`config.mk`:
```
export PLATFORM = sky130hd
export DESIGN_NAME = uart_rx_cfg
export DESIGN_NICKNAME = d
export VERILOG_FILES = /design/src/rtl/uart_pkg.sv /design/src/rtl/uart_baud_tick.sv /design/src/rtl/uart_rx_cfg.sv
export SDC_FILE = /design/constraint.sdc
export NUM_CORES = 1
export LEC_CHECK = 0
export ABC_AREA = 1
export CAP_MARGIN = 40
export CORE_MARGIN = 2
export CORE_UTILIZATION = 50
export CTS_CLUSTER_SIZE = 24
export DETAILED_ROUTE_END_ITERATION = 10
export PLACE_DENSITY = 0.73
export REMOVE_ABC_BUFFERS = 1
export SLEW_MARGIN = 0
export SYNTH_ARGS = -nofsm -noshare
export SYNTH_HDL_FRONTEND = slang
export SYNTH_SLANG_ARGS = --single-unit
```
`constraint.sdc`:
```
create_clock -name hwclk -period 4.6 [get_ports hwclk]
set_input_delay 1.38 -clock hwclk [delete_from_list [all_inputs] [get_ports hwclk]]
set_output_delay 1.38 -clock hwclk [all_outputs]
set_load 0.1 [all_outputs]
```
`src/rtl/uart_pkg.sv`:
```
`default_nettype none
// ============================================================================
//  Module      : uart_pkg
//  Description : Shared types and helpers for the configurable UART receiver:
//                FSM state encoding, parity mode codes, baud divider math.
//  Revision    : 1.0 - initial release
// ============================================================================
package uart_pkg;

    // Receiver FSM states, explicitly 3 bits wide
    typedef enum logic [2:0] {
        ST_IDLE      = 3'd0,
        ST_START     = 3'd1,
        ST_DATA      = 3'd2,
        ST_PARITY    = 3'd3,
        ST_STOP      = 3'd4,
        ST_WAIT_IDLE = 3'd5
    } rx_state_t;

    // Parity mode codes
    localparam int c_par_none = 0;
    localparam int c_par_odd  = 1;
    localparam int c_par_even = 2;

    // Rounded hwclk cycles per sample tick: round(clk_hz / (baud * oversample))
    function automatic int calc_div(input int clk_hz, input int baud, input int oversample);
        int denom;
        denom = baud * oversample;
        return (clk_hz + denom / 2) / denom;
    endfunction

endpackage
`default_nettype wire

```
`src/rtl/uart_baud_tick.sv`:
```
`default_nettype none
// ============================================================================
//  Module      : uart_baud_tick
//  Description : Sample-tick generator. Emits a one-cycle tick every DIV
//                hwclk cycles; restart re-phases the counter to zero.
//  Revision    : 1.0 - initial release
// ============================================================================
module uart_baud_tick #(
    parameter int DIV = 78
) (
    input  logic hwclk,
    input  logic reset_n,
    input  logic restart,
    output logic tick
);

    localparam int                 c_cnt_w = (DIV > 1) ? $clog2(DIV) : 1;
    localparam logic [c_cnt_w-1:0] c_last  = c_cnt_w'(DIV - 1);

    logic [c_cnt_w-1:0] r_cnt;
    logic               r_tick;

    // Free-running divider; restart suppresses the tick and re-phases the count
    always_ff @(posedge hwclk or negedge reset_n) begin
        if (!reset_n) begin
            r_cnt  <= '0;
            r_tick <= 1'b0;
        end else if (restart) begin
            r_cnt  <= '0;
            r_tick <= 1'b0;
        end else if (r_cnt == c_last) begin
            r_cnt  <= '0;
            r_tick <= 1'b1;
        end else begin
            r_cnt  <= r_cnt + 1'b1;
            r_tick <= 1'b0;
        end
    end

    assign tick = r_tick;

endmodule
`default_nettype wire

```
`src/rtl/uart_rx_cfg.sv`:
```
`default_nettype none
// ============================================================================
//  Module      : uart_rx_cfg
//  Description : Configurable UART receiver: oversampled start detection,
//                3-sample majority voting, optional parity, 1/2 stop bits,
//                valid/ready output holding register with overrun pulse.
//  Revision    : 1.0 - initial release
// ============================================================================
module uart_rx_cfg
    import uart_pkg::*;
#(
    parameter int CLK_HZ     = 12000000,
    parameter int BAUD       = 9600,
    parameter int OVERSAMPLE = 16,
    parameter int DATA_BITS  = 8,
    parameter int PARITY     = 0,
    parameter int STOP_BITS  = 1
) (
    input  logic                 hwclk,
    input  logic                 reset_n,
    input  logic                 rx,
    input  logic                 rx_en,
    output logic [DATA_BITS-1:0] rxbyte,
    output logic                 rxvalid,
    input  logic                 rxready,
    output logic                 frame_err,
    output logic                 parity_err,
    output logic                 overrun,
    output logic                 busy
);

    localparam int                 c_div       = calc_div(CLK_HZ, BAUD, OVERSAMPLE);
    localparam int                 c_smp_w     = $clog2(OVERSAMPLE);
    // Tick numbers within a bit run 1..OVERSAMPLE; r_smp holds (tick number - 1)
    localparam logic [c_smp_w-1:0] c_smp_a     = c_smp_w'(OVERSAMPLE / 2 - 2);
    localparam logic [c_smp_w-1:0] c_smp_b     = c_smp_w'(OVERSAMPLE / 2 - 1);
    localparam logic [c_smp_w-1:0] c_smp_c     = c_smp_w'(OVERSAMPLE / 2);
    localparam logic [c_smp_w-1:0] c_smp_last  = c_smp_w'(OVERSAMPLE - 1);
    localparam int                 c_bit_w     = 4;
    localparam logic [c_bit_w-1:0] c_data_last = c_bit_w'(DATA_BITS - 1);
    localparam logic [c_bit_w-1:0] c_stop_last = c_bit_w'(STOP_BITS - 1);

    logic                 r_rx_meta;
    logic                 r_rx_sync;
    logic                 r_rx_prev;
    rx_state_t            r_state;
    logic [c_smp_w-1:0]   r_smp;
    logic                 r_skip;
    logic [c_bit_w-1:0]   r_bit;
    logic                 r_s0;
    logic                 r_s1;
    logic [DATA_BITS-1:0] r_shift;
    logic                 r_par_acc;
    logic                 r_ferr_acc;
    logic [DATA_BITS-1:0] r_rxbyte;
    logic                 r_rxvalid;
    logic                 r_frame_err;
    logic                 r_parity_err;
    logic                 r_overrun;

    logic w_tick;
    logic w_start;
    logic w_sample;
    logic w_mid;
    logic w_vote;
    logic w_done;
    logic w_perr;

    // Start is a synchronized falling edge seen while idle and enabled
    assign w_start  = (r_state == ST_IDLE) && rx_en && r_rx_prev && !r_rx_sync;
    // r_skip masks the tail of the start bit after its early mid-bit decision
    assign w_sample = w_tick && !r_skip;
    assign w_mid    = w_sample && (r_smp == c_smp_c);
    assign w_vote   = (r_s0 & r_s1) | (r_s0 & r_rx_sync) | (r_s1 & r_rx_sync);
    assign w_done   = (r_state == ST_STOP) && w_mid && (r_bit == c_stop_last);
    // r_par_acc holds XOR of data bits and the received parity bit
    assign w_perr   = (PARITY == c_par_odd)  ? ~r_par_acc :
                      (PARITY == c_par_even) ?  r_par_acc : 1'b0;

    uart_baud_tick #(
        .DIV (c_div)
    ) u_tick (
        .hwclk   (hwclk),
        .reset_n (reset_n),
        .restart (w_start),
        .tick    (w_tick)
    );

    // Two-flop synchronizer plus one delayed copy for edge detection; idle high
    always_ff @(posedge hwclk or negedge reset_n) begin
        if (!reset_n) begin
            r_rx_meta <= 1'b1;
            r_rx_sync <= 1'b1;
            r_rx_prev <= 1'b1;
        end else begin
            r_rx_meta <= rx;
            r_rx_sync <= r_rx_meta;
            r_rx_prev <= r_rx_sync;
        end
    end

    // Receive FSM with bit timing, voting, and the registered output stage
    always_ff @(posedge hwclk or negedge reset_n) begin
        if (!reset_n) begin
            r_state      <= ST_IDLE;
            r_smp        <= '0;
            r_skip       <= 1'b0;
            r_bit        <= '0;
            r_s0         <= 1'b1;
            r_s1         <= 1'b1;
            r_shift      <= '0;
            r_par_acc    <= 1'b0;
            r_ferr_acc   <= 1'b0;
            r_rxbyte     <= '0;
            r_rxvalid    <= 1'b0;
            r_frame_err  <= 1'b0;
            r_parity_err <= 1'b0;
            r_overrun    <= 1'b0;
        end else begin
            r_overrun <= 1'b0;

            if (r_rxvalid && rxready) begin
                r_rxvalid <= 1'b0;
            end
            if (w_done) begin
                if (!r_rxvalid || rxready) begin
                    r_rxbyte     <= r_shift;
                    r_frame_err  <= r_ferr_acc | ~w_vote;
                    r_parity_err <= w_perr;
                    r_rxvalid    <= 1'b1;
                end else begin
                    r_overrun    <= 1'b1;
                end
            end

            if (w_start) begin
                r_smp  <= '0;
                r_skip <= 1'b0;
            end else if (w_tick) begin
                if (r_smp == c_smp_last) begin
                    r_smp  <= '0;
                    r_skip <= 1'b0;
                end else begin
                    r_smp  <= r_smp + 1'b1;
                end
            end

            if (w_sample && (r_smp == c_smp_a)) r_s0 <= r_rx_sync;
            if (w_sample && (r_smp == c_smp_b)) r_s1 <= r_rx_sync;

            case (r_state)
                ST_IDLE: begin
                    if (w_start) begin
                        r_state    <= ST_START;
                        r_bit      <= '0;
                        r_par_acc  <= 1'b0;
                        r_ferr_acc <= 1'b0;
                    end
                end
                ST_START: begin
                    if (w_tick && (r_smp == c_smp_b)) begin
                        if (r_rx_sync) begin
                            r_state <= ST_IDLE;
                        end else begin
                            r_state <= ST_DATA;
                            r_skip  <= 1'b1;
                        end
                    end
                end
                ST_DATA: begin
                    if (w_mid) begin
                        r_shift   <= {w_vote, r_shift[DATA_BITS-1:1]};
                        r_par_acc <= r_par_acc ^ w_vote;
                        if (r_bit == c_data_last) begin
                            r_bit   <= '0;
                            r_state <= (PARITY != c_par_none) ? ST_PARITY : ST_STOP;
                        end else begin
                            r_bit   <= r_bit + 1'b1;
                        end
                    end
                end
                ST_PARITY: begin
                    if (w_mid) begin
                        r_par_acc <= r_par_acc ^ w_vote;
                        r_state   <= ST_STOP;
                    end
                end
                ST_STOP: begin
                    if (w_mid) begin
                        r_ferr_acc <= r_ferr_acc | ~w_vote;
                        if (r_bit == c_stop_last) begin
                            r_bit   <= '0;
                            r_state <= r_rx_sync ? ST_IDLE : ST_WAIT_IDLE;
                        end else begin
                            r_bit   <= r_bit + 1'b1;
                        end
                    end
                end
                ST_WAIT_IDLE: begin
                    if (r_rx_sync) r_state <= ST_IDLE;
                end
                default: r_state <= ST_IDLE;
            endcase
        end
    end

    assign rxbyte     = r_rxbyte;
    assign rxvalid    = r_rxvalid;
    assign frame_err  = r_frame_err;
    assign parity_err = r_parity_err;
    assign overrun    = r_overrun;
    assign busy       = (r_state != ST_IDLE);

endmodule
`default_nettype wire

```
==> impl_metrics.json, run 1 <==
{
  "worst_pin_slew_ns": 0.5008,
  "grt_usage": 0.1812,
  "cp_slowest_cell": "clkdlybuf4s50_1",
  "diodes": 0,
  "htreeDepth": 2,
  "startpoint": "r_state[0]",
  "wl_per_cell_um": 11.40,
  "synth.distinct_cells": 31,
  "fin_crit_sh": 0.6529,
  "synth_seq_cells": 45,
  "drv_slew": 0,
  "start_util": 0.5093,
  "timing.final.hold_violations": 0,
  "post-place-cells": 335,
  "cts_resized": 0,
  "nets": 302,
  "vias": 1674,
  "gp_congestion": 0.8701,
  "drc_errors": 0,
  "grt_pass1_wl_mm": 7.093,
  "layout_min_cycle_time_ns": 3.003,
  "critPathCaptureType": "output port",
  "avgSynthCellArea_um2": 8.510,
  "syn2layout_area_growth_pct": 23.40,
  "rrSetupSlack_ns": 2.84,
  "fmax_mhz": 333.0,
  "syn_area_mm2": 0.002187,
  "hold_depth": 0,
  "critPathMaxStageDelay_ns": 0.46,
  "insertion_delay_ns": 0.30,
  "cts_tree": "done",
  "die-area_mm2": 0.004919,
  "setup.worst_path.class": "reg2out",
  "cp_max_fo": 5,
  "rows": 24,
  "cts_sinks": 45,
  "r2r-start": "r_smp[0]",
  "post_cts_buffers": 0,
  "crit_arrival_ns": 1.62,
  "synth_edf_count": 0,
  "ir_drop_v": 0.0001164,
  "tns_ns": 0,
  "power.density_mw_per_mm2": 265.1,
  "leakage_nw": 1.303,
  "regToRegEndpoint": "r_bit[2]",
  "die_height_um": 70.14,
  "cts_hold_buf": 0,
  "start_kind": "flop",
  "synth-async-reset-ratio": 1.000,
  "dp_hpwl_mm": 2.963,
  "drive_above_1_share": 0.1546,
  "clk_pin_slew_ns": 0.08,
  "grt_max_degree": 26,
  "drt-total-wl_mm": 3.909,
  "status": "completed",
  "worstPathCellList": "nor2_2, nand2_1, clkdlybuf4s50_1, buf_8",
  "worstHoldPathType": "reg2reg",
  "setup-violations-final": 0,
  "synthCells": 257,
  "finalClockSkew_ns": 0.009748,
  "synth_top_flop_cell": "dfrtp_1",
  "cts-buffers-inserted": 5,
  "ios": 18,
  "drtIter0Drc": 112,
  "io_buffers": 16,
  "via_per_inst": 4.880,
  "yosysSeqAreaShare": 0.5177,
  "die_x_um": 70.14,
  "rsz0062_at_grt": "false",
  "crit_end": "busy",
  "antenna_found_initial": 0,
  "postRouteAntennaNets": 0,
  "clockBufferDepth": 2,
  "core_area_mm2": 0.004294,
  "clock-root-buffer": "clkbuf_8",
  "grt_pass1_vias": 1712,
  "slew-limit-headroom": 0.6662,
  "grt.overflow.total": 0,
  "cap_violations": 0,
  "stdcell_count": 343,
  "required_ns": 3.22,
  "rr_worst_depth": 9,
  "drt_first_pass_iters": 4,
  "yosysWarnings": 0
}
## power by group
| part | leakage (nW) | total, mW | internal [mW] | switching (mW) |
|---|---|---|---|---|
| sequential | 0.582 | 0.399 | 0.398 | 0.000885 |
| combinational | 0.667 | 0.0174 | 0.00464 | 0.0128 |
| clock | 0.0543 | 0.299 | 0.163 | 0.137 |
| total | 1.30 | 0.715 | 0.565 | 0.150 |
## metrics by stage
step	area (µm²)	power [mW]	setup WS, ns	hold WS (ns)	utilization
after floorplan	2163	0.4109	2.097	0.3452	-
after global placement	2384	0.4221	1.535	0.3462	0.5551
after detailed placement	2584	0.4246	1.724	0.3497	0.6017
after CTS	2699	0.7240	1.589	0.3619	0.6285
after global routing	2699	0.7434	1.519	0.3655	0.6285
final	2699	0.7154	1.597	0.3592	0.6285
## final cells by class
type / count / area (µm²)
clock inverters: 3 / 46.29
fillers: 371 / 1595
inverters: 36 / 135.1
repair buffers: 29 / 355.3
multi-input cells: 173 / 895.9
flip-flops and latches: 45 / 1132
well taps: 52 / 65.06
clock buffers: 5 / 68.82
## kinds of logic (layout without fill, tap and decap cells)
kind of cell             Yosys count  after routing  synth area share
XOR/XNOR                           4              4           0.01602
flip-flops                        45             45            0.5177
other                              1              1          0.001715
buffers and inverters             39             73           0.07265
adder cells (fa/ha/maj)            7              7           0.04004
AO/OA/AOI/OAI                     33             33           0.09325
AND/OR/NAND/NOR                  128            128            0.2586
## registers in the layout, summed over array words and instances (netlist names), 3 cells and up
signal and count:
rxbyte 8, r_bit 4, r_shift 8, u_tick.r_cnt 7, r_state 3, r_smp 4
## critical path, delay by kind of cell (launching register included)
| kind | cells | cell delay (ns) |
|---|---|---|
| buffers and inverters | 2 | 0.65 |
| and+or+nand+nor | 2 | 0.25 |
| DFF | 1 | 0.44 |
## cells in the mapped netlist, types with 5 or more instances
master | number | area (µm²)
nand3_1 | 13 | 65.06
nand2_1 | 71 | 266.5
inv_1 | 35 | 131.4
dfstp_2 | 5 | 131.4
o21ai_2 | 8 | 70.07
dfrtp_1 | 40 | 1001
nor3_1 | 5 | 25.02
nor2_1 | 24 | 90.09
ha_1 | 7 | 87.58
nand4_1 | 5 | 31.28
o21ai_0 | 13 | 65.06
o21ai_1 | 8 | 40.04
## worst min path at each step
stage	endpoint	slack (ns)	start
detailed placement	r_rx_sync	0.35	r_rx_meta
global placement	r_rx_sync	0.35	r_rx_meta
CTS	r_rx_sync	0.36	r_rx_meta
floorplan	r_rx_sync	0.35	r_rx_meta
finish	r_rx_sync	0.36	r_rx_meta
global route	r_rx_sync	0.37	r_rx_meta
## metal layers
layer / vias to the layer above / GRT usage / wire, µm
li1: 870 / - / -
met1: 773 / 0.2269 / 1908
met2: 26 / 0.3037 / 1834
met3: 5 / 0.04762 / 114
met4: 0 / 0.06410 / 53
met5: - / 0 / 0
## layout by cell type (no fill, tap or decap), drive strengths merged
cell type	n
a21o	1
nand4	5
o21a	1
xnor2	1
nand3	14
bufinv	1
dfstp	5
o21ai	29
clkinv	1
xor2	3
clkinvlp	1
conb	1
buf	14
nor2	27
clkbuf	5
nand2	74
inv	36
clkdlybuf4s50	15
ha	7
a21oi	2
nor3b	1
dfrtp	40
and2	1
nor3	6
Note: power is estimated with default switching activity, not from simulation.
==> run 2, diff against run 1 <==
- clock period: 4.6 -> 2.78 ns (I/O delays scaled with it)
==> run 2 against run 1 <==
Non-clock buffer count shrank 12. Critical path type unchanged. Sequential share of layout area up 3.4 points. Die area did not move. First-iteration DRC count rose by 11%. Clock skew shrank 0.0037 ns.
==> impl_metrics.json, run 2 (synthesized netlist as in run 1, its figures left out) <==
{
  "postRouteAntennaNets": 0,
  "wl_per_cell_um": 10.95,
  "grt_pass1_wl_mm": 6.575,
  "clock-root-buffer": "clkbuf_8",
  "finalPower_mw": 1.266,
  "drt_first_pass_iters": 4,
  "power_frac_comb": 0.021,
  "leakage_nw": 1.247,
  "via_per_inst": 4.985,
  "gp_congestion": 0.7874,
  "grt_pass1_vias": 1550,
  "vias": 1650,
  "io_buffers": 16,
  "setup.worst_path.class": "reg2out",
  "tns_ns": 0,
  "core_area_mm2": 0.004294,
  "switching_power_uw": 245.0,
  "cp_max_fo": 5,
  "nets": 290,
  "crit_arrival_ns": 1.25,
  "slew-limit-headroom": 0.6274,
  "holdWs_ns": 0.3582,
  "antenna_found_initial": 0,
  "rows": 24,
  "internal_power_mw": 1.021,
  "start_util": 0.5093,
  "cts-buffers-inserted": 5,
  "required_ns": 1.95,
  "diodes": 0,
  "grt_usage": 0.1713,
  "drtIter0Drc": 124,
  "drv_slew": 0,
  "pwr-share-seq": 0.521,
  "cts_hold_buf": 0,
  "cts_tree": "done",
  "die-area_mm2": 0.004919,
  "ir_drop_v": 0.0004572,
  "cts_resized": 0,
  "fin_util": 0.5810,
  "dp_hpwl_mm": 2.636,
  "setup-violations-final": 0,
  "fin_crit_sh": 0.7508,
  "grt.overflow.total": 0,
  "setup_ws_ns": 0.6927,
  "htreeDepth": 2,
  "layout_commonest_cell": "nand2_1",
  "pre_cts_slack_ns": 0.4949,
  "cts_sinks": 45,
  "power.density_mw_per_mm2": 507.4,
  "worstHoldPathType": "reg2reg",
  "status": "completed",
  "grt_max_degree": 46,
  "rsz0062_at_grt": "false",
  "die_x_um": 70.14,
  "post_cts_buffers": 0,
  "layout_min_cycle_time_ns": 2.087,
  "finalClockSkew_ns": 0.006032,
  "drive_above_1_share": 0.1613,
  "die_height_um": 70.14,
  "critPathCaptureType": "output port",
  "mostFrequentLayoutCells": "71 x nand2_1, 40 x dfrtp_1, 35 x inv_1",
  "cap_violations": 0,
  "start_kind": "flop",
  "drt-total-wl_mm": 3.624,
  "clkPwrFrac": 0.458,
  "syn2layout_area_growth_pct": 14.07,
  "insertion_delay_ns": 0.30,
  "drc_errors": 0,
  "clk_pin_slew_ns": 0.08,
  "fmax_mhz": 479.1,
  "worst_pin_slew_ns": 0.5589,
  "ios": 18,
  "clockBufferDepth": 2,
  "swShare": 0.1936,
  "timing.final.hold_violations": 0
}
## run 2: final timing paths
check,from,depth (start not counted),slack [ns],to
worst max register to register,r_state[2],8,1.03,r_bit[3]
max in group asynchronous,reset_n,2,1.79,r_rx_meta
min in group asynchronous,reset_n,2,0.58,rxbyte[4]
worst min register to register,r_rx_meta,0,0.36,r_rx_sync
worst min-delay path,r_rx_meta,0,0.36,r_rx_sync
worst max-delay path,r_state[0],3,0.69,busy
## run 2: cell type report
type,count,area [µm²]
Clock inverter,3,65.06
Inverter,36,135.1
Timing Repair Buffer,17,132.6
Clock buffer,5,68.82
Sequential cell,45,1132
Tap cell,52,65.06
Multi-Input combinational cell,173,895.9
Fill cell,417,1799
## run 2: per-stage QoR
step	instances	instance area, µm²
2_1_floorplan	254	2163
3_5_place_dp	323	2361
6_report	331	2495
4_1_cts	331	2495
5_1_grt	331	2495
3_3_place_gp	323	2361
## run 2: power groups by stage
stage / sequential, mW / clock, mW / combinational, mW
floorplan: 0.672 / 0 / 0.00797
global placement: 0.672 / 0 / 0.0272
detailed placement: 0.672 / 0 / 0.0276
CTS: 0.659 / 0.590 / 0.0277
global route: 0.660 / 0.619 / 0.0299
finish: 0.659 / 0.580 / 0.0262
## run 2: critical path, stage by stage (launching register included)
cell and delay, ns:
dfrtp_1 0.44, nor2_2 0.16, nand2_1 0.10, buf_4 0.24
## run 2: routing by layer
metal | up-vias | track usage | part of all wire
li1 | 849 | - | -
met1 | 768 | 0.2138 | 0.48
met2 | 27 | 0.2751 | 0.46
met3 | 6 | 0.05483 | 0.042
met4 | 0 | 0.07265 | 0.018
met5 | - | 0 | 0
==> run 3, diff against run 2 <==
- PLACE_DENSITY: 0.73 -> 0.76
- clock period: 2.78 -> 1.67 ns (I/O delays scaled with it)
==> run 3 against run 2 <==
Critical path depth unchanged. First-iteration DRC count increased by 15%. Flip-flop and latch count unchanged. Wire length increased by 13%. Register-to-register slack got worse by 0.99 ns. Clock-buffer cell count increased by 3. Worst setup slack got worse by 0.67 ns. Die area unchanged. Power increased by 41%. Clock power increased by 10%. Largest cell class unchanged. Largest power group unchanged. Highest routed layer unchanged.
==> impl_metrics.json, run 3 (synthesized netlist as in run 1, its figures left out) <==
{
  "pwr-share-seq": 0.615,
  "worstHoldPathType": "in2async",
  "grt_max_degree": 25,
  "clockBufferDepth": 2,
  "drive_above_1_share": 0.2363,
  "drt_first_pass_iters": 4,
  "cap_violations": 0,
  "swShare": 0.2121,
  "via_per_inst": 4.898,
  "power_frac_comb": 0.028,
  "timing.final.hold_violations": 0,
  "post-place-cells": 330,
  "switching_power_uw": 378.8,
  "leakage_nw": 1.328,
  "ir_drop_v": 0.0005047,
  "gp_congestion": 0.8155,
  "layout_min_cycle_time_ns": 1.650,
  "postRouteAntennaNets": 0,
  "fin_crit_sh": 0.9879,
  "cts_sinks": 45,
  "io_buffers": 16,
  "clkPwrFrac": 0.357,
  "grt_pass1_wl_mm": 6.948,
  "clock-root-buffer": "clkbuf_8",
  "cts-buffers-inserted": 5,
  "syn2layout_area_growth_pct": 27.06,
  "grt_usage": 0.1778,
  "antenna_found_initial": 0,
  "status": "completed",
  "nets": 303,
  "holdWs_ns": 0.08883,
  "setup.worst_path.class": "reg2out",
  "drc_errors": 0,
  "die_height_um": 70.14,
  "drtIter0Drc": 143,
  "internal_power_mw": 1.407,
  "grt.overflow.total": 0,
  "stdcell_count": 344,
  "rsz0062_at_grt": "true",
  "start_util": 0.5093,
  "die_x_um": 70.14,
  "mostFrequentLayoutCells": "61 x nand2_1, 40 x dfrtp_1, 33 x inv_1",
  "vias": 1685,
  "start_kind": "flop",
  "grt_pass1_vias": 1671,
  "clk_pin_slew_ns": 0.08,
  "drt-total-wl_mm": 4.093,
  "ios": 18,
  "fmax_mhz": 606.1,
  "dp_hpwl_mm": 2.833,
  "htreeDepth": 2,
  "diodes": 0,
  "fillCellCount": 342,
  "die-area_mm2": 0.004919,
  "finalPower_mw": 1.786,
  "required_ns": 1.17,
  "crit_arrival_ns": 1.15,
  "setup-violations-final": 0,
  "insertion_delay_ns": 0.29,
  "finalClockSkew_ns": 0.007384,
  "critPathCaptureType": "output port",
  "drv_slew": 0,
  "cts_hold_buf": 0,
  "core_area_mm2": 0.004294,
  "rows": 24,
  "fin_util": 0.6471,
  "cts_tree": "done",
  "layout_commonest_cell": "nand2_1",
  "wl_per_cell_um": 11.90,
  "cp_max_fo": 5,
  "power.density_mw_per_mm2": 642.8
}
==> run 3: cell count changes in the layout (fill, tap and decap cells not counted), moves of 2 or more <==
cell       before  now
buf_12          0   13
clkbuf_1        0    3
buf_6           0    3
bufinv_16       2    0
inv_2           1    3
nand2_1        71   61
nand2_2         2   11
inv_1          35   33
buf_4          13    8
nand2_4         1    3
==> run 3: timing repair <==
item,in CTS,in global routing
setup buffers,1,3
endpoints found under the setup margin,1,14
gates resized for setup,1,22
pin swaps,0,4
gates cloned,0,2
==> run 3: cell type report <==
type / instances / area (µm²) / share of cell area
Sequential cell: 45 / 1132 / 0.4075
Multi-Input combinational cell: 175 / 977.2 / 0.3516
Timing Repair Buffer: 28 / 389.1 / 0.1400
Inverter: 36 / 135.1 / 0.04863
Clock buffer: 8 / 80.08 / 0.02882
Tap cell: 52 / 65.06 / 0.02341
==> run 3: final timing paths <==
kind / startpoint / endpoint / slack (ns) / cells after the start
max: r_state[1] / busy / 0.02 / 3
min: reset_n / rxbyte[7] / 0.09 / 1
max reg2reg: r_smp[0] / frame_err / 0.04 / 10
min reg2reg: r_rx_meta / r_rx_sync / 0.36 / 0
max in group asynchronous: reset_n / u_tick.r_cnt[4] / 1.12 / 2
min in group hwclk: r_rx_meta / r_rx_sync / 0.36 / 0
==> run 3: through the flow <==
step	cell area (µm²)	TNS [ns]	setup slack [ns]
6_report	2779	0	0.02024
5_1_grt	2779	-0.5779	-0.06072
4_1_cts	2666	0	0.004024
3_5_place_dp	2576	-1.480	-0.1407
3_3_place_gp	2576	-0.9930	-0.1074
2_1_floorplan	2163	-3.962	-0.3377
==> run 3: power by group through the flow <==
stage / registers, mW / clock network (mW) / logic, mW
5_1_grt: 1.10 / 0.693 / 0.0574
2_1_floorplan: 1.12 / 0 / 0.0133
4_1_cts: 1.10 / 0.654 / 0.0520
3_5_place_dp: 1.12 / 0 / 0.0519
3_3_place_gp: 1.12 / 0 / 0.0514
6_report: 1.10 / 0.638 / 0.0503
==> run 3: layer usage <==
layer	vias up	GRT usage	wire length (µm)
li1	877	-	-
met1	774	0.2224	1902
met2	27	0.3016	2018
met3	7	0.04329	125
met4	0	0.06197	46
met5	-	0	0
==> run 3: critical path: stages (launching register included) <==
cell and delay, ns:
dfrtp_1 0.43, nor2_2 0.15, nand2_2 0.10, buf_12 0.18
